File: src/rtl/rob_commit_unit.sv
// Retire stage controller: consumes the ROB head in order, writing ALU results
// to the register file, issuing stores through a req/ack handshake, and
// freezing on HALT until reset.
module rob_commit_unit #(
    parameter int unsigned ROB_ADDR_SIZE  = 5,
    parameter int unsigned DEST_ADDR_SIZE = 4,
    parameter int unsigned INS_TYPE_SIZE  = 2,
    parameter int unsigned DATA_WIDTH     = 32,
    parameter int unsigned MEM_ADDR_WIDTH = 32
) (
    input  logic                      clk_i,
    input  logic                      reset_i,
    input  logic [ROB_ADDR_SIZE-1:0]  head_id_i,
    input  logic [ROB_ADDR_SIZE-1:0]  tail_id_i,
    input  logic                      is_full_i,
    input  logic                      head_finished_i,
    input  logic [DEST_ADDR_SIZE-1:0] head_dest_addr_i,
    input  logic [INS_TYPE_SIZE-1:0]  head_ins_type_i,
    output logic [ROB_ADDR_SIZE-1:0]  rd_rob_id_o,
    input  logic [DATA_WIDTH-1:0]     result_data_i,
    input  logic [MEM_ADDR_WIDTH-1:0] result_addr_i,
    output logic                      commit_head_o,
    output logic                      rf_we_o,
    output logic [DEST_ADDR_SIZE-1:0] rf_waddr_o,
    output logic [DATA_WIDTH-1:0]     rf_wdata_o,
    output logic                      mem_req_o,
    output logic [MEM_ADDR_WIDTH-1:0] mem_addr_o,
    output logic [DATA_WIDTH-1:0]     mem_wdata_o,
    input  logic                      mem_ack_i,
    output logic                      halted_o,
    output logic [31:0]               retired_count_o
);

    typedef enum logic [1:0] {
        StRun       = 2'd0,
        StStoreWait = 2'd1,
        StHalted    = 2'd2
    } state_e;

    localparam logic [INS_TYPE_SIZE-1:0] TypeAlu    = INS_TYPE_SIZE'(0);
    localparam logic [INS_TYPE_SIZE-1:0] TypeStore  = INS_TYPE_SIZE'(1);
    localparam logic [INS_TYPE_SIZE-1:0] TypeNoDest = INS_TYPE_SIZE'(2);
    localparam logic [INS_TYPE_SIZE-1:0] TypeHalt   = INS_TYPE_SIZE'(3);

    state_e                      state_q, state_d;
    logic                        mem_req_q, mem_req_d;
    logic [MEM_ADDR_WIDTH-1:0]   mem_addr_q, mem_addr_d;
    logic [DATA_WIDTH-1:0]       mem_wdata_q, mem_wdata_d;
    logic                        halted_q, halted_d;
    logic [31:0]                 retired_count_q, retired_count_d;

    logic rob_empty;
    logic head_ready;
    logic commit;
    logic we;

    // A full ROB has head == tail as well, so is_full disambiguates.
    assign rob_empty  = (head_id_i == tail_id_i) && !is_full_i;
    assign head_ready = !rob_empty && head_finished_i;

    assign rd_rob_id_o     = head_id_i;
    assign rf_waddr_o      = head_dest_addr_i;
    assign rf_wdata_o      = result_data_i;
    assign commit_head_o   = commit;
    assign rf_we_o         = we;
    assign mem_req_o       = mem_req_q;
    assign mem_addr_o      = mem_addr_q;
    assign mem_wdata_o     = mem_wdata_q;
    assign halted_o        = halted_q;
    assign retired_count_o = retired_count_q;

    // Next-state and commit/write pulses.
    always_comb begin
        state_d     = state_q;
        mem_req_d   = mem_req_q;
        mem_addr_d  = mem_addr_q;
        mem_wdata_d = mem_wdata_q;
        halted_d    = halted_q;
        commit      = 1'b0;
        we          = 1'b0;
        unique case (state_q)
            StRun: begin
                if (head_ready) begin
                    case (head_ins_type_i)
                        TypeAlu: begin
                            commit = 1'b1;
                            we     = 1'b1;
                        end
                        TypeStore: begin
                            // Store commits only once memory has accepted it.
                            mem_req_d   = 1'b1;
                            mem_addr_d  = result_addr_i;
                            mem_wdata_d = result_data_i;
                            state_d     = StStoreWait;
                        end
                        TypeNoDest: begin
                            commit = 1'b1;
                        end
                        TypeHalt: begin
                            commit   = 1'b1;
                            halted_d = 1'b1;
                            state_d  = StHalted;
                        end
                        default: ;
                    endcase
                end
            end
            StStoreWait: begin
                if (mem_ack_i) begin
                    commit    = 1'b1;
                    mem_req_d = 1'b0;
                    state_d   = StRun;
                end
            end
            StHalted: ;
            default: state_d = StRun;
        endcase
    end

    // Retired-instruction counter, wraps naturally at 2^32.
    always_comb begin
        retired_count_d = retired_count_q + 32'(commit);
    end

    // State and registered outputs.
    always_ff @(posedge clk_i or posedge reset_i) begin
        if (reset_i) begin
            state_q         <= StRun;
            mem_req_q       <= 1'b0;
            mem_addr_q      <= '0;
            mem_wdata_q     <= '0;
            halted_q        <= 1'b0;
            retired_count_q <= '0;
        end else begin
            state_q         <= state_d;
            mem_req_q       <= mem_req_d;
            mem_addr_q      <= mem_addr_d;
            mem_wdata_q     <= mem_wdata_d;
            halted_q        <= halted_d;
            retired_count_q <= retired_count_d;
        end
    end

endmodule

File: config.mk
export PLATFORM = sky130hd
export DESIGN_NAME = rob_commit_unit
export DESIGN_NICKNAME = d
export VERILOG_FILES = /design/src/rtl/rob_commit_unit.sv
export SDC_FILE = /design/constraint.sdc
export NUM_CORES = 1
export LEC_CHECK = 0
export CELL_PAD_IN_SITES_DETAIL_PLACEMENT = 0
export CELL_PAD_IN_SITES_GLOBAL_PLACEMENT = 1
export CORE_AREA = 2 2 119 144
export CTS_BUF_LIST = sky130_fd_sc_hd__clkbuf_16
export DETAILED_ROUTE_END_ITERATION = 10
export DIE_AREA = 0 0 121 146
export PLACE_DENSITY_LB_ADDON = 0.1
export SKIP_LAST_GASP = 1
export SLEW_MARGIN = 20
export SYNTH_ARGS = -nofsm -noshare
export SYNTH_HDL_FRONTEND = slang
export SYNTH_SLANG_ARGS = --single-unit
File: constraint.sdc
create_clock -name clk_i -period 3.4 [get_ports clk_i]
set_input_delay 0.68 -clock clk_i [delete_from_list [all_inputs] [get_ports clk_i]]
set_output_delay 0.68 -clock clk_i [all_outputs]
set_load 0.1 [all_outputs]
* Yosys cells after proc, flatten, opt, wreduce, memory -nomap -nowiden *
Cells that the tools add are included.
W data, S select, Z words.

operators by class
  muxes and demuxes = 15
  reduce and logical (&&, ||, !) cells = 12
  bitwise gates (word level) = 1
  add/subtract/negate cells = 1
  equality and inequality tests = 10

operator list
  cell                  count
  $add A32 B1 Y32       1
  $mux W1               9
  $reduce_and A4 Y1     2
  $eq A2 B2 Y1 const B  3
  $pmux W2 S3           1
  $reduce_and A3 Y1     2
  $eq A5 B5 Y1          1
  $eq A2 B1 Y1 const B  2
  $logic_not A2 Y1      2
  $mux W2               2
  $ne A2 B2 Y1 const B  2
  $pmux W1 S2           2
  $pmux W2 S2           1
  $ne A3 B1 Y1 const B  1
  $reduce_or A3 Y1      1
  $logic_and A1 B1 Y1   2
  $logic_not A1 Y1      2
  $ne A2 B1 Y1 const B  1
  $reduce_bool A2 Y1    1
  $not A1 Y1            1

storage, ports and cells
  register bits = 100
  output and inout bits = 141
  input port bits = 85
  logic and storage cells = 45

* Depth between registers and ports, before layout *
Gate-level depths: netlist of run 1.

  depth after elaboration = 7
  mapped depth = 10
  depth with buffers taken out = 9

* Worst setup path after synthesis of run 1 *
No wires, ideal clock.

  path type = input to register
  start point = in head_id_i[0]
  end point = reg retired_count_q[24], in the netlist retired_count_o[24]
  buffers on the path = 1
  required time = 3238 ps
  arrival = 4721 ps
  stages = 10
  setup slack = -1483 ps
  cells stage by stage = xor2_1 or4_4 o21ai_0 o21ai_0 ha_1 ha_1 clkbuf_1 nand4_1 nor4_1 xor2_1

on the way
  longest elaborated chain between the ends = 7

RTL lines
  what                     line  RTL
  from (decl)              13    input logic [ROB_ADDR_SIZE-1:0] head_id_i,
  $eq A5 B5 Y1             58    assign rob_empty = (head_id_i == tail_id_i) && !is_full_i;
  $logic_and A1 B1 Y1      58
  $logic_not A1 Y1         59    assign head_ready = !rob_empty && head_finished_i;
  $logic_and A1 B1 Y1      59
  $mux W1                  83    if (head_ready) begin
  $pmux W1 S2              81    unique case (state_q)
  net commit_head_o        22    output logic commit_head_o,
  $add A32 B1 Y32          122   retired_count_d = retired_count_q + 32'(commit);
  net retired_count_d[24]  50    logic [31:0] retired_count_q, retired_count_d;
  to (signal assigned)     140   retired_count_q <= retired_count_d;
  to (decl)                50

The timed path passes the listed nets, and every way through them passes these cells.
A chain may end at the register's enable or synchronous reset.

* Worst setup path in the final report of run 1 *
  start point = in tail_id_i[0]
  end point = out commit_head_o

on the way
  longest elaborated chain between the ends = 6

RTL lines
  what                 line  RTL
  from (decl)          14    input logic [ROB_ADDR_SIZE-1:0] tail_id_i,
  $eq A5 B5 Y1         58
  $logic_and A1 B1 Y1  58
  $logic_not A1 Y1     59
  $logic_and A1 B1 Y1  59
  $mux W1              83
  $pmux W1 S2          81
  to (decl)            22

Every way passes these cells.

==> results of run 1 <==
-- metrics by stage --
step / area, um2 / utilization (%) / std cells / setup WS [ps] / power [mW]
floorplan: 4510 / - / 327 / 76.4 / 4.86
global placement: 6420 / 39.8 / 713 / 144 / 5.71
detailed placement: 6420 / 39.8 / 713 / 127 / 5.72
CTS: 6710 / 41.6 / 729 / 286 / 6.78
global route: 6710 / 41.6 / 729 / 229 / 6.95
finish: 6710 / 41.6 / 729 / 313 / 6.70
-- registers in the layout, summed over array words and instances (netlist names) --
signal           cells
mem_wdata_o         32
state_q              2
mem_req_o            1
retired_count_o     32
halted_o             1
mem_addr_o          32
-- worst max-delay path, cell delays in order --
cell and delay, ps:
clkdlybuf4s50_1 450, xor2_1 180, or4_4 530, o21ai_0 170
buf_4 160, o21ai_4 60, buf_12 170
-- metal layers --
metal | track usage, % | vias up | share of wire [%]
li1 | - | 1450 | -
met1 | 15.1 | 1527 | 39
met2 | 22.8 | 130 | 51
met3 | 5.49 | 8 | 8.5
met4 | 4.07 | 0 | 1.1
met5 | 0 | - | 0
-- power by group through the flow --
stage / logic, mW / registers (mW) / clock network [mW]
after floorplan: 0.697 / 4.16 / 0
after CTS: 3.99 / 1.73 / 1.07
after global routing: 4.05 / 1.77 / 1.13
after detailed placement: 3.99 / 1.73 / 0
final: 3.95 / 1.72 / 1.02
after global placement: 3.98 / 1.73 / 0
-- how the worst min path moves through the flow --
stage | end
global route | retired_count_o[31]
CTS | retired_count_o[31]
global placement | retired_count_o[31]
floorplan | state_q[1]
finish | retired_count_o[31]
detailed placement | retired_count_o[31]
-- placed cells by master (no fill, tap or decap), types with 3 or more instances in the layout --
cell,n
and2_1,4
and3_1,3
and4_1,5
buf_12,5
buf_4,114
clkbuf_16,9
clkdlybuf4s50_1,106
clkinvlp_4,3
dfrtp_1,100
inv_1,7
mux2_1,5
mux2_2,21
mux2_4,38
nand2_1,15
nand3_1,9
nand4_1,7
nor2_1,3
nor3_1,9
xnor2_1,20
xor2_1,15
-- logic make-up (layout without fill, tap and decap cells) --
logic type	count (synthesis)	count (layout)
fa+ha+maj	2	2
simple gates	61	61
compound gates	8	8
flops	100	100
mux	64	64
xor+xnor	35	35
buf+inv	57	247
-- cell type report --
type / count / share of cell area (%)
Clock buffer: 9 / 3.36
Clock inverter: 7 / 1.03
Inverter: 6 / 0.373
Multi-Input combinational cell: 170 / 24.0
Sequential cell: 100 / 37.3
Tap cell: 212 / 3.95
Timing Repair Buffer: 225 / 30.1
==> run summary, run 1 <==
status - finished, final reports clean
first-pass GRT wire length - 18400 um
via count - 3115
reg2reg path depth - 9
crit path DAT - 2410 ps
Post-Syn Area - 4490 um2
vias in the first global route - 3457
yosys warns - 0
layout cells sized above 1 - 38.3%
DPL Wire Length - 8590 um
Clock Latency Late Sink - 350 ps
Cells on Worst Hold Path - 1
final hold violation count - 0
FP Rows - 51
Post-CTS Setup Bufs - 0
Distinct cells, synth - 32
min-delay src - retired_count_o[31]
CTS tree - yes
Slew Viols, Final - 0
Overflow after GRT - 0
Min Hold Slack - 473 ps
top-count cell post-synth - dfrtp_1
mux cell area share after synthesis - 19.2%
Post-synth EDFFs - 0
final wirelength - 11500 um
Simple-Gate Fraction of Synth Area - 7.38%
crit path from - tail_id_i[0]
RSZ-0062 raised after global routing - false
Cell Pwr Density - 998 nW/um2
# nets final - 599
RR Startpoint - state_q[0]
post-synthesis xor/xnor area fraction - 6.82%
CP endpoint - commit_head_o
largest net degree at the start of global routing - 46
Port Buffers - 217
critical setup path kind - in2out
clock network power share - 15.2%
post-synthesis compound-gate area fraction - 1.28%
Int Power - 3.03 mW
area of the multi-input gates - 1610 um2
Avg WL per Cell - 15.7 um
mean number of vias per cell - 4.27
register area share after synthesis - 55.7%
final setup fails - 0
Worst setup EP type - output pin
initial antenna violation count - 0
P_leak - 3.16 nW
dominant register cell in the synthesized netlist - dfrtp_1
post-synthesis adder-cell area fraction - 0.557%
ys async rst share - 100%
TritonCTS buffer count - 9
Root Driver - clkbuf_16
clock net sink count - 100
starting density of the core - 27.8%
crit start category - primary input
H-tree levels - 3
fin crit share - 90.8%
Mapped Nets - 414
antenna-violating nets left - 0
Max transition margin - 33.3%
Mapped Cells - 327
Synth top area share - 55.7%
Core Box Area - 16100 um2
Reg-to-Reg End - retired_count_o[31]
WP data required - 2720 ps
Logic pwr share - 59.0%
post_cts resized - 0
clk_skew - 8.90 ps
NetSw - 3.67 mW
ant diodes - 0
Residual DRC - 0
hold buffers post-CTS - 0
register bit total from synthesis - 100
die width - 121 um
Max-cap violations - 0
commonest cells in the netlist - dfrtp_1, buf_4, mux2_4
Sw Share - 54.8%
# IOs - 226
Worst-Margin Slew - 997 ps
die area - 17700 um2
Clock Tree Buf Depth - 2
largest family of logic cells by synthesized area - multiplexers
global placer's final weighted congestion - 0.715
Crit Path Max Fanout - 3
Fmax - 324 MHz
drt pass-1 iters - 4
FF+latch area - 2500 um2
Area Growth Syn to Fin - 49.3%
minimum clock period - 3090 ps
Clock transition at path regs - 70 ps
largest cells by area after synthesis - dfrtp_1, mux2_4, buf_4, mux2_2, xnor2_1
Yosys top cell by area - dfrtp_1
Avg Cell Area, Syn - 13.7 um2
DRT iter0 DRCs - 171
reg2reg setup slack - 960 ps
maximum vdd drop - 581 uV
total track usage - 13.4%
share of power burned in registers - 25.7%
setup tns final - 0 ps
Layout fillers - 1535
Die Y - 146 um
Worst Hold Class - reg2reg
(Power assumes the default switching activity.)
==> inputs of run 2 (changes only) <==
Settings changed: SLEW_MARGIN 20 to default.
==> results of run 2 <==
The final DEF is identical to that of run 1; final timing and power are the same.
